$ cat src/rtl/xmem_unaligned_seq_if.sv
// Request/response and bank-port bundle for the xmem unaligned-access sequencer.
// The slave view belongs to the sequencer. The master view belongs to its environment,
// which is the upstream requester together with the xmem bank.
interface xmem_unaligned_seq_if #(
  parameter int XMEM_AW = 12
);
  logic               req_valid;
  logic               req_ready;
  logic               req_we;
  logic [1:0]         req_len;
  logic [XMEM_AW-1:0] req_adr;
  logic [31:0]        req_din;

  logic               rsp_valid;
  logic               rsp_ready;
  logic [31:0]        rsp_rdata;

  logic               bank_we;
  logic [1:0]         bank_len;
  logic [XMEM_AW-1:0] bank_adr;
  logic [31:0]        bank_din;
  logic [31:0]        bank_dout;

  modport slave (
    input  req_valid, req_we, req_len, req_adr, req_din,
    output req_ready,
    output rsp_valid, rsp_rdata,
    input  rsp_ready,
    output bank_we, bank_len, bank_adr, bank_din,
    input  bank_dout
  );

  modport master (
    output req_valid, req_we, req_len, req_adr, req_din,
    input  req_ready,
    input  rsp_valid, rsp_rdata,
    output rsp_ready,
    input  bank_we, bank_len, bank_adr, bank_din,
    output bank_dout
  );
endinterface

$ cat src/rtl/xmem_unaligned_seq.sv
// Request sequencer in front of the byte-addressed single-port xmem bank.
// Naturally aligned accesses go to the bank as one beat. Misaligned halfword and word
// accesses are split into byte beats, because the bank only handles accesses that fit
// inside one aligned 32-bit word. Read bytes are reassembled into a single response.
// Only one request is outstanding at a time.
module xmem_unaligned_seq #(
  parameter int AW       = 10,
  parameter bit SPLIT_EN = 1'b1
) (
  input logic            clk,
  input logic            rst_n,
  xmem_unaligned_seq_if.slave bus
);

  // The bank has AW word-address bits, so the byte address space is AW+2 bits wide.
  localparam int XMEM_AW = AW + 2;

  typedef enum logic [1:0] {
    IDLE  = 2'd0,
    ISSUE = 2'd1,
    DRAIN = 2'd2,
    RESP  = 2'd3
  } state_t;

  state_t state;
  state_t state_nxt;

  // A halfword is misaligned when it is on an odd address. A word is misaligned when
  // its address is not a multiple of 4. Bytes, including len=2, are never misaligned.
  function automatic logic is_misaligned(input logic [1:0] len, input logic [1:0] off);
    logic mis;
    case (len)
      2'd1:    mis = off[0];
      2'd3:    mis = (off != 2'd0);
      default: mis = 1'b0;
    endcase
    return mis;
  endfunction

  // Index of the final byte beat of a split access.
  function automatic logic [1:0] last_beat_of(input logic [1:0] len);
    return (len == 2'd3) ? 2'd3 : 2'd1;
  endfunction

  // The bank right-justifies its read data. Keep only the bytes that were requested.
  function automatic logic [31:0] mask_read(input logic [1:0] len, input logic [31:0] dout);
    logic [31:0] res;
    case (len)
      2'd1:    res = {16'h0000, dout[15:0]};
      2'd3:    res = dout;
      default: res = {24'h000000, dout[7:0]};
    endcase
    return res;
  endfunction

  // Select byte k of a little-endian word.
  function automatic logic [7:0] byte_of(input logic [31:0] w, input logic [1:0] k);
    logic [7:0] b;
    case (k)
      2'd0:    b = w[7:0];
      2'd1:    b = w[15:8];
      2'd2:    b = w[23:16];
      default: b = w[31:24];
    endcase
    return b;
  endfunction

  // Captured copy of the accepted request. The req_* inputs are ignored once the request is accepted.
  logic               cap_we;
  logic [1:0]         cap_len;
  logic [XMEM_AW-1:0] cap_adr;
  logic [31:0]        cap_din;

  // Beat sequencing control.
  logic       split;
  logic [1:0] last;
  logic [1:0] beat;
  logic [1:0] beat_nxt;
  logic [1:0] beat_inc;

  // Read bytes of beats 0..2. The byte of the final beat comes straight from bank_dout.
  logic [2:0][7:0] rbuf;

  // Registered bank port, plus the values it loads at the next edge.
  logic               port_we;
  logic [1:0]         port_len;
  logic [XMEM_AW-1:0] port_adr;
  logic [31:0]        port_din;
  logic               port_we_nxt;
  logic [1:0]         port_len_nxt;
  logic [XMEM_AW-1:0] port_adr_nxt;
  logic [31:0]        port_din_nxt;

  // Response register.
  logic        resp_valid;
  logic [31:0] resp_data;
  logic [31:0] resp_data_nxt;

  logic ready;
  logic accept;
  logic split_now;

  assign accept    = (state == IDLE) && bus.req_valid;
  assign split_now = SPLIT_EN && is_misaligned(bus.req_len, bus.req_adr[1:0]);
  assign beat_inc  = beat + 2'd1;

  // State register.
  always_ff @(posedge clk or negedge rst_n) begin
    if (!rst_n) begin
      state <= IDLE;
    end else begin
      state <= state_nxt;
    end
  end

  // Next-state logic.
  // ISSUE is left once the final beat has been on the port for a cycle.
  // RESP waits for the consumer to take the response.
  always_comb begin
    state_nxt = state;
    case (state)
      IDLE:    if (bus.req_valid) state_nxt = ISSUE;
      ISSUE:   if (beat == last) state_nxt = DRAIN;
      DRAIN:   state_nxt = RESP;
      RESP:    if (bus.rsp_ready) state_nxt = IDLE;
      default: state_nxt = IDLE;
    endcase
  end

  // Output logic: the handshake, the next beat for the bank port, and the assembled read data.
  // The write enable drops whenever no write beat is being loaded.
  // The bank address, length and data hold their last values.
  always_comb begin
    ready         = (state == IDLE);
    beat_nxt      = beat;
    port_we_nxt   = 1'b0;
    port_len_nxt  = port_len;
    port_adr_nxt  = port_adr;
    port_din_nxt  = port_din;
    resp_data_nxt = 32'h0;
    case (state)
      IDLE: begin
        if (bus.req_valid) begin
          beat_nxt     = 2'd0;
          port_we_nxt  = bus.req_we;
          port_adr_nxt = bus.req_adr;
          if (split_now) begin
            port_len_nxt = 2'd0;
            port_din_nxt = {24'h000000, bus.req_din[7:0]};
          end else begin
            port_len_nxt = bus.req_len;
            port_din_nxt = bus.req_din;
          end
        end
      end
      ISSUE: begin
        if (beat != last) begin
          beat_nxt     = beat_inc;
          port_we_nxt  = cap_we;
          port_len_nxt = 2'd0;
          port_adr_nxt = cap_adr + {{(XMEM_AW-2){1'b0}}, beat_inc};
          port_din_nxt = {24'h000000, byte_of(cap_din, beat_inc)};
        end
      end
      DRAIN: begin
        if (cap_we) begin
          resp_data_nxt = 32'h0;
        end else if (split) begin
          if (last == 2'd1) begin
            resp_data_nxt = {16'h0000, bus.bank_dout[7:0], rbuf[0]};
          end else begin
            resp_data_nxt = {bus.bank_dout[7:0], rbuf[2], rbuf[1], rbuf[0]};
          end
        end else begin
          resp_data_nxt = mask_read(cap_len, bus.bank_dout);
        end
      end
      default: ;
    endcase
  end

  // Control and output registers: beat counter, split decision, bank port and response.
  always_ff @(posedge clk or negedge rst_n) begin
    if (!rst_n) begin
      beat       <= 2'd0;
      last       <= 2'd0;
      split      <= 1'b0;
      port_we    <= 1'b0;
      port_len   <= 2'd0;
      port_adr   <= '0;
      port_din   <= 32'h0;
      resp_valid <= 1'b0;
      resp_data  <= 32'h0;
    end else begin
      beat     <= beat_nxt;
      port_we  <= port_we_nxt;
      port_len <= port_len_nxt;
      port_adr <= port_adr_nxt;
      port_din <= port_din_nxt;
      if (accept) begin
        split <= split_now;
        last  <= split_now ? last_beat_of(bus.req_len) : 2'd0;
      end
      if (state == DRAIN) begin
        resp_valid <= 1'b1;
        resp_data  <= resp_data_nxt;
      end else if ((state == RESP) && bus.rsp_ready) begin
        resp_valid <= 1'b0;
      end
    end
  end

  // Data capture: latch the request on accept.
  // Collect the read byte of beat k two edges after that beat is loaded.
  always_ff @(posedge clk) begin
    if (accept) begin
      cap_we  <= bus.req_we;
      cap_len <= bus.req_len;
      cap_adr <= bus.req_adr;
      cap_din <= bus.req_din;
    end
    if (state == ISSUE) begin
      case (beat)
        2'd1:    rbuf[0] <= bus.bank_dout[7:0];
        2'd2:    rbuf[1] <= bus.bank_dout[7:0];
        2'd3:    rbuf[2] <= bus.bank_dout[7:0];
        default: ;
      endcase
    end
  end

  assign bus.req_ready = ready;
  assign bus.rsp_valid = resp_valid;
  assign bus.rsp_rdata = resp_data;
  assign bus.bank_we   = port_we;
  assign bus.bank_len  = port_len;
  assign bus.bank_adr  = port_adr;
  assign bus.bank_din  = port_din;

endmodule
$ cat src/flat_wrapper.sv
// flat-port wrapper written by rule: the top's interface ports become plain ports
module xmem_unaligned_seq_flat 
#(
  parameter int AW       = 10,
  parameter bit SPLIT_EN = 1'b1
)
  (clk, rst_n, bus_req_valid, bus_req_we, bus_req_len, bus_req_adr, bus_req_din, bus_req_ready, bus_rsp_valid, bus_rsp_rdata, bus_rsp_ready, bus_bank_we, bus_bank_len, bus_bank_adr, bus_bank_din, bus_bank_dout);
  xmem_unaligned_seq_if bus_i ();
  input logic clk;
  input logic rst_n;
  input wire logic [$bits(bus_i.req_valid)-1:0] bus_req_valid;
  input wire logic [$bits(bus_i.req_we)-1:0] bus_req_we;
  input wire logic [$bits(bus_i.req_len)-1:0] bus_req_len;
  input wire logic [$bits(bus_i.req_adr)-1:0] bus_req_adr;
  input wire logic [$bits(bus_i.req_din)-1:0] bus_req_din;
  output wire logic [$bits(bus_i.req_ready)-1:0] bus_req_ready;
  output wire logic [$bits(bus_i.rsp_valid)-1:0] bus_rsp_valid;
  output wire logic [$bits(bus_i.rsp_rdata)-1:0] bus_rsp_rdata;
  input wire logic [$bits(bus_i.rsp_ready)-1:0] bus_rsp_ready;
  output wire logic [$bits(bus_i.bank_we)-1:0] bus_bank_we;
  output wire logic [$bits(bus_i.bank_len)-1:0] bus_bank_len;
  output wire logic [$bits(bus_i.bank_adr)-1:0] bus_bank_adr;
  output wire logic [$bits(bus_i.bank_din)-1:0] bus_bank_din;
  input wire logic [$bits(bus_i.bank_dout)-1:0] bus_bank_dout;
  assign bus_i.req_valid = bus_req_valid;
  assign bus_i.req_we = bus_req_we;
  assign bus_i.req_len = bus_req_len;
  assign bus_i.req_adr = bus_req_adr;
  assign bus_i.req_din = bus_req_din;
  assign bus_req_ready = bus_i.req_ready;
  assign bus_rsp_valid = bus_i.rsp_valid;
  assign bus_rsp_rdata = bus_i.rsp_rdata;
  assign bus_i.rsp_ready = bus_rsp_ready;
  assign bus_bank_we = bus_i.bank_we;
  assign bus_bank_len = bus_i.bank_len;
  assign bus_bank_adr = bus_i.bank_adr;
  assign bus_bank_din = bus_i.bank_din;
  assign bus_i.bank_dout = bus_bank_dout;
  xmem_unaligned_seq #(.AW(AW), .SPLIT_EN(SPLIT_EN)) u_core (.clk(clk), .rst_n(rst_n), .bus(bus_i));
endmodule
$ cat config.mk
export PLATFORM = sky130hd
export DESIGN_NAME = xmem_unaligned_seq_flat
export DESIGN_NICKNAME = d
export VERILOG_FILES = /design/src/rtl/xmem_unaligned_seq_if.sv /design/src/rtl/xmem_unaligned_seq.sv /design/src/flat_wrapper.sv
export SDC_FILE = /design/constraint.sdc
export NUM_CORES = 1
export LEC_CHECK = 0
export ABC_AREA = 1
export ABC_CLOCK_PERIOD_IN_PS = 2400
export CELL_PAD_IN_SITES_DETAIL_PLACEMENT = 0
export CELL_PAD_IN_SITES_GLOBAL_PLACEMENT = 1
export CORE_MARGIN = 4
export CORE_UTILIZATION = 48
export CTS_CLUSTER_SIZE = 28
export DETAILED_ROUTE_END_ITERATION = 10
export DONT_BUFFER_PORTS = 1
export PLACE_DENSITY_LB_ADDON = 0.15
export SLEW_MARGIN = 20
export SYNTH_ARGS = -nofsm -noshare
export SYNTH_HDL_FRONTEND = slang
export SYNTH_SLANG_ARGS = --single-unit
$ cat constraint.sdc
create_clock -name clk -period 2.4 [get_ports clk]
set_clock_uncertainty 0.1 [all_clocks]
set_input_delay 0 -clock clk [delete_from_list [all_inputs] [get_ports clk]]
set_output_delay 0 -clock clk [all_outputs]
set_load 0.005 [all_outputs]
==> impl_metrics.json <==
{
  "status": "finished clean",
  "drt_wl_total_um": 18000,
  "first_pass_iters": 5,
  "grt_pass1_vias": 5511,
  "layout_commonest_cell": "nand2_1",
  "cap_violations": 0,
  "cts.path.max_buffers": 2,
  "post_cts_buffers": 0,
  "cts_tree": "built",
  "period_minus_slack_ns": 2.13,
  "total_power_mw": 10.5,
  "power_frac_comb_pct": 33.9,
  "area_growth_pct": 23.0,
  "worstMarginPinSlew_ns": 0.899,
  "final_max_slew_viol_count": 0,
  "post_drt_via_cell_ratio": 5.45,
  "synth-async-reset-ratio_pct": 54.8,
  "die_x_um": 128,
  "fmax_mhz": 469,
  "seqPwrFrac_pct": 40.3,
  "critical_path_required_ns": 2.61,
  "path_max_fanout": 9,
  "cp-startpoint": "u_core.beat[0]$_DFFE_PN0P_",
  "hold_class": "in -> async",
  "met2_length_um": 8850,
  "start_kind": "flop",
  "synthTopCellsByArea": "dfrtp_1 (31%), edfxtp_1 (31%), nand2_1 (13%)",
  "clkSinkCount": 157,
  "slew_headroom_pct": 40.1,
  "dp_hpwl_um": 11500,
  "port_buffers": 0,
  "grt_max_degree": 87,
  "r2r_setup_slack_ns": 0.27,
  "rr_startpoint": "u_core.beat[0]$_DFFE_PN0P_",
  "synth.yosys.seq_area_share_pct": 62.2,
  "pwr-share-clk_pct": 25.8,
  "met3_length_um": 1390,
  "p_sw_mw": 3.98,
  "power.density_nw_per_um2": 1240,
  "synth_cell_types": 34,
  "wl_met1_um": 7480,
  "ff2ff_path_depth": 10,
  "gp_congestion": 0.783,
  "swShare_pct": 37.9,
  "netlist_area_sq_um": 6890,
  "crit_arrival_ns": 2.35,
  "ios": 164,
  "drt_iter0_markers": 409,
  "timing.rr.end": "u_core.bus.bank_adr[11]$_DFFE_PN0P_",
  "fp.dieH_um": 128,
  "synth_edf_count": 71,
  "grt_pass1_wl_um": 29200,
  "synth_seq_cells": 157,
  "cts_resized": 0,
  "gr-total-overflow": 0,
  "peakVddDrop_mv": 0.662,
  "yosys_warnings": 0,
  "rows": 43,
  "setup_tns_ns": 0,
  "drc": 0,
  "vias": 5275,
  "syn-num-nets": 796,
  "synth_area_leader_cell": "dfrtp_1",
  "setup_viol": 0,
  "crit_path_end": "u_core.bus.bank_adr[11]$_DFFE_PN0P_",
  "top_layer_used": "met4",
  "clk_pin_slew_ns": 0.06,
  "cts_root_buf": "clkbuf_16",
  "rsz0062_at_grt": "false",
  "crit_type": "reg -> reg",
  "clk_latency_ns": 0.42,
  "die_area_sq_um": 16300,
  "grt_usage_pct": 23.0,
  "initial_utilization_pct": 49.2,
  "postCtsHoldBufs": 83,
  "cts_inserted_buffers": 17,
  "drive_gt1_share_pct": 6.48,
  "fin_crit_sh_pct": 88.9,
  "avgSynthCellArea_sq_um": 9.82,
  "antenna_left": 0,
  "core_area_sq_um": 14000,
  "nets": 869,
  "htree_levels": 4,
  "synth_top_flop_cell": "dfrtp_1",
  "wire_per_inst_um": 18.6,
  "internal_power_mw": 6.51,
  "layout_common_cells": "nand2_1 (232), dfrtp_1 (86), dlygate4sd3_1 (82), edfxtp_1 (71), o21ai_0 (61)",
  "final-hold-violation-count": 0,
  "p_leak_nw": 3.66,
  "synth_top_area_share_pct": 31.3,
  "syn_inst": 701,
  "antenna_found_initial": 1,
  "worstSetupEndpointType": "flop"
}
[cell families (layout without fill, tap and decap cells)]
| family | count (synthesis) | in the layout | synth area share, % |
|---|---|---|---|
| xor+xnor | 2 | 2 | 0.363 |
| simple gates | 344 | 344 | 20.2 |
| fa+ha+maj | 12 | 12 | 2.29 |
| buf+inv | 69 | 155 | 4.45 |
| other cells | 0 | 1 | 0 |
| compound gates | 117 | 117 | 10.5 |
| flops | 157 | 157 | 62.2 |
[worst max-delay path: stages, from the launching register on]
cell,delay (ns)
dfrtp_1,0.41
inv_1,0.19
ha_1,0.32
ha_1,0.30
nand3_1,0.09
nand2_1,0.24
nand3_1,0.12
nand2_1,0.08
nand3_1,0.07
nand2_1,0.06
nand2_1,0.05
[metal layers]
layer / track usage (%) / up-vias
li1: - / 2511
met1: 28.7 / 2540
met2: 38.3 / 194
met3: 7.54 / 30
met4: 7.12 / 0
met5: 0 / -
[sequential cells by signal, summed over array words and instances (netlist names), 2 cells and up]
| register | count |
|---|---|
| u_core.cap_len | 2 |
| u_core.bus.bank_adr | 12 |
| u_core.last | 2 |
| u_core.rbuf | 24 |
| u_core.cap_adr | 12 |
| u_core.bus.rsp_rdata | 32 |
| u_core.beat | 2 |
| u_core.bus.bank_din | 32 |
| u_core.bus.bank_len | 2 |
| u_core.cap_din | 32 |
| u_core.state | 2 |
[stage by stage]
| stage | hold WS (ns) | cells | utilization [%] | setup WS [ns] | cell area [sq um] |
|---|---|---|---|---|---|
| floorplan | -0.396 | 701 | - | 0.194 | 6890 |
| global placement | -0.393 | 852 | 50.2 | 0.370 | 7030 |
| detailed placement | -0.393 | 852 | 50.2 | 0.256 | 7030 |
| CTS | 0.0581 | 967 | 60.5 | 0.258 | 8470 |
| global route | 0.0908 | 968 | 60.5 | 0.0684 | 8470 |
| finish | 0.0549 | 968 | 60.5 | 0.266 | 8470 |
[synthesized netlist by cell type, types with 2 or more instances]
master      n
nand2_1   232
dfrtp_1    86
edfxtp_1   71
o21ai_0    61
nand3_1    51
nor2_1     51
inv_1      25
buf_2      20
a32o_1     16
clkbuf_1   14
o21ai_1    12
ha_1       11
a21oi_1     9
a21boi_0    8
a22o_1      8
nand4_1     5
buf_1       2
buf_6       2
inv_2       2
[power by group through the flow]
stage                     Sequential [mW]  Combinational (mW)  Clock, mW
after floorplan                      4.05                2.69          0
after global placement               4.27                3.28          0
after detailed placement             4.28                3.41          0
after CTS                            4.24                3.59       2.75
after global routing                 4.32                4.11       2.87
final                                4.23                3.56       2.71
[final cells by class]
class,instances,area (sq um)
antenna,1,2.50
clock buffer,20,447
clock inverter,12,145
fill,1183,5520
inverter,29,111
multi-input combinational,475,2300
sequential,157,4280
tap,180,225
timing repair buffer,94,956
[worst min-delay path by stage]
stage | to | slack, ns | depth (start not counted)
finish | u_core.bus.bank_adr[1]$_DFFE_PN0P_ | 0.05 | 2
detailed placement | u_core.bus.bank_adr[10]$_DFFE_PN0P_ | -0.39 | 0
CTS | u_core.bus.bank_adr[10]$_DFFE_PN0P_ | 0.06 | 2
floorplan | u_core.beat[0]$_DFFE_PN0P_ | -0.40 | 0
global route | u_core.bus.bank_adr[8]$_DFFE_PN0P_ | 0.09 | 2
global placement | u_core.bus.bank_adr[5]$_DFFE_PN0P_ | -0.39 | 0
(Power assumes the default switching activity.)
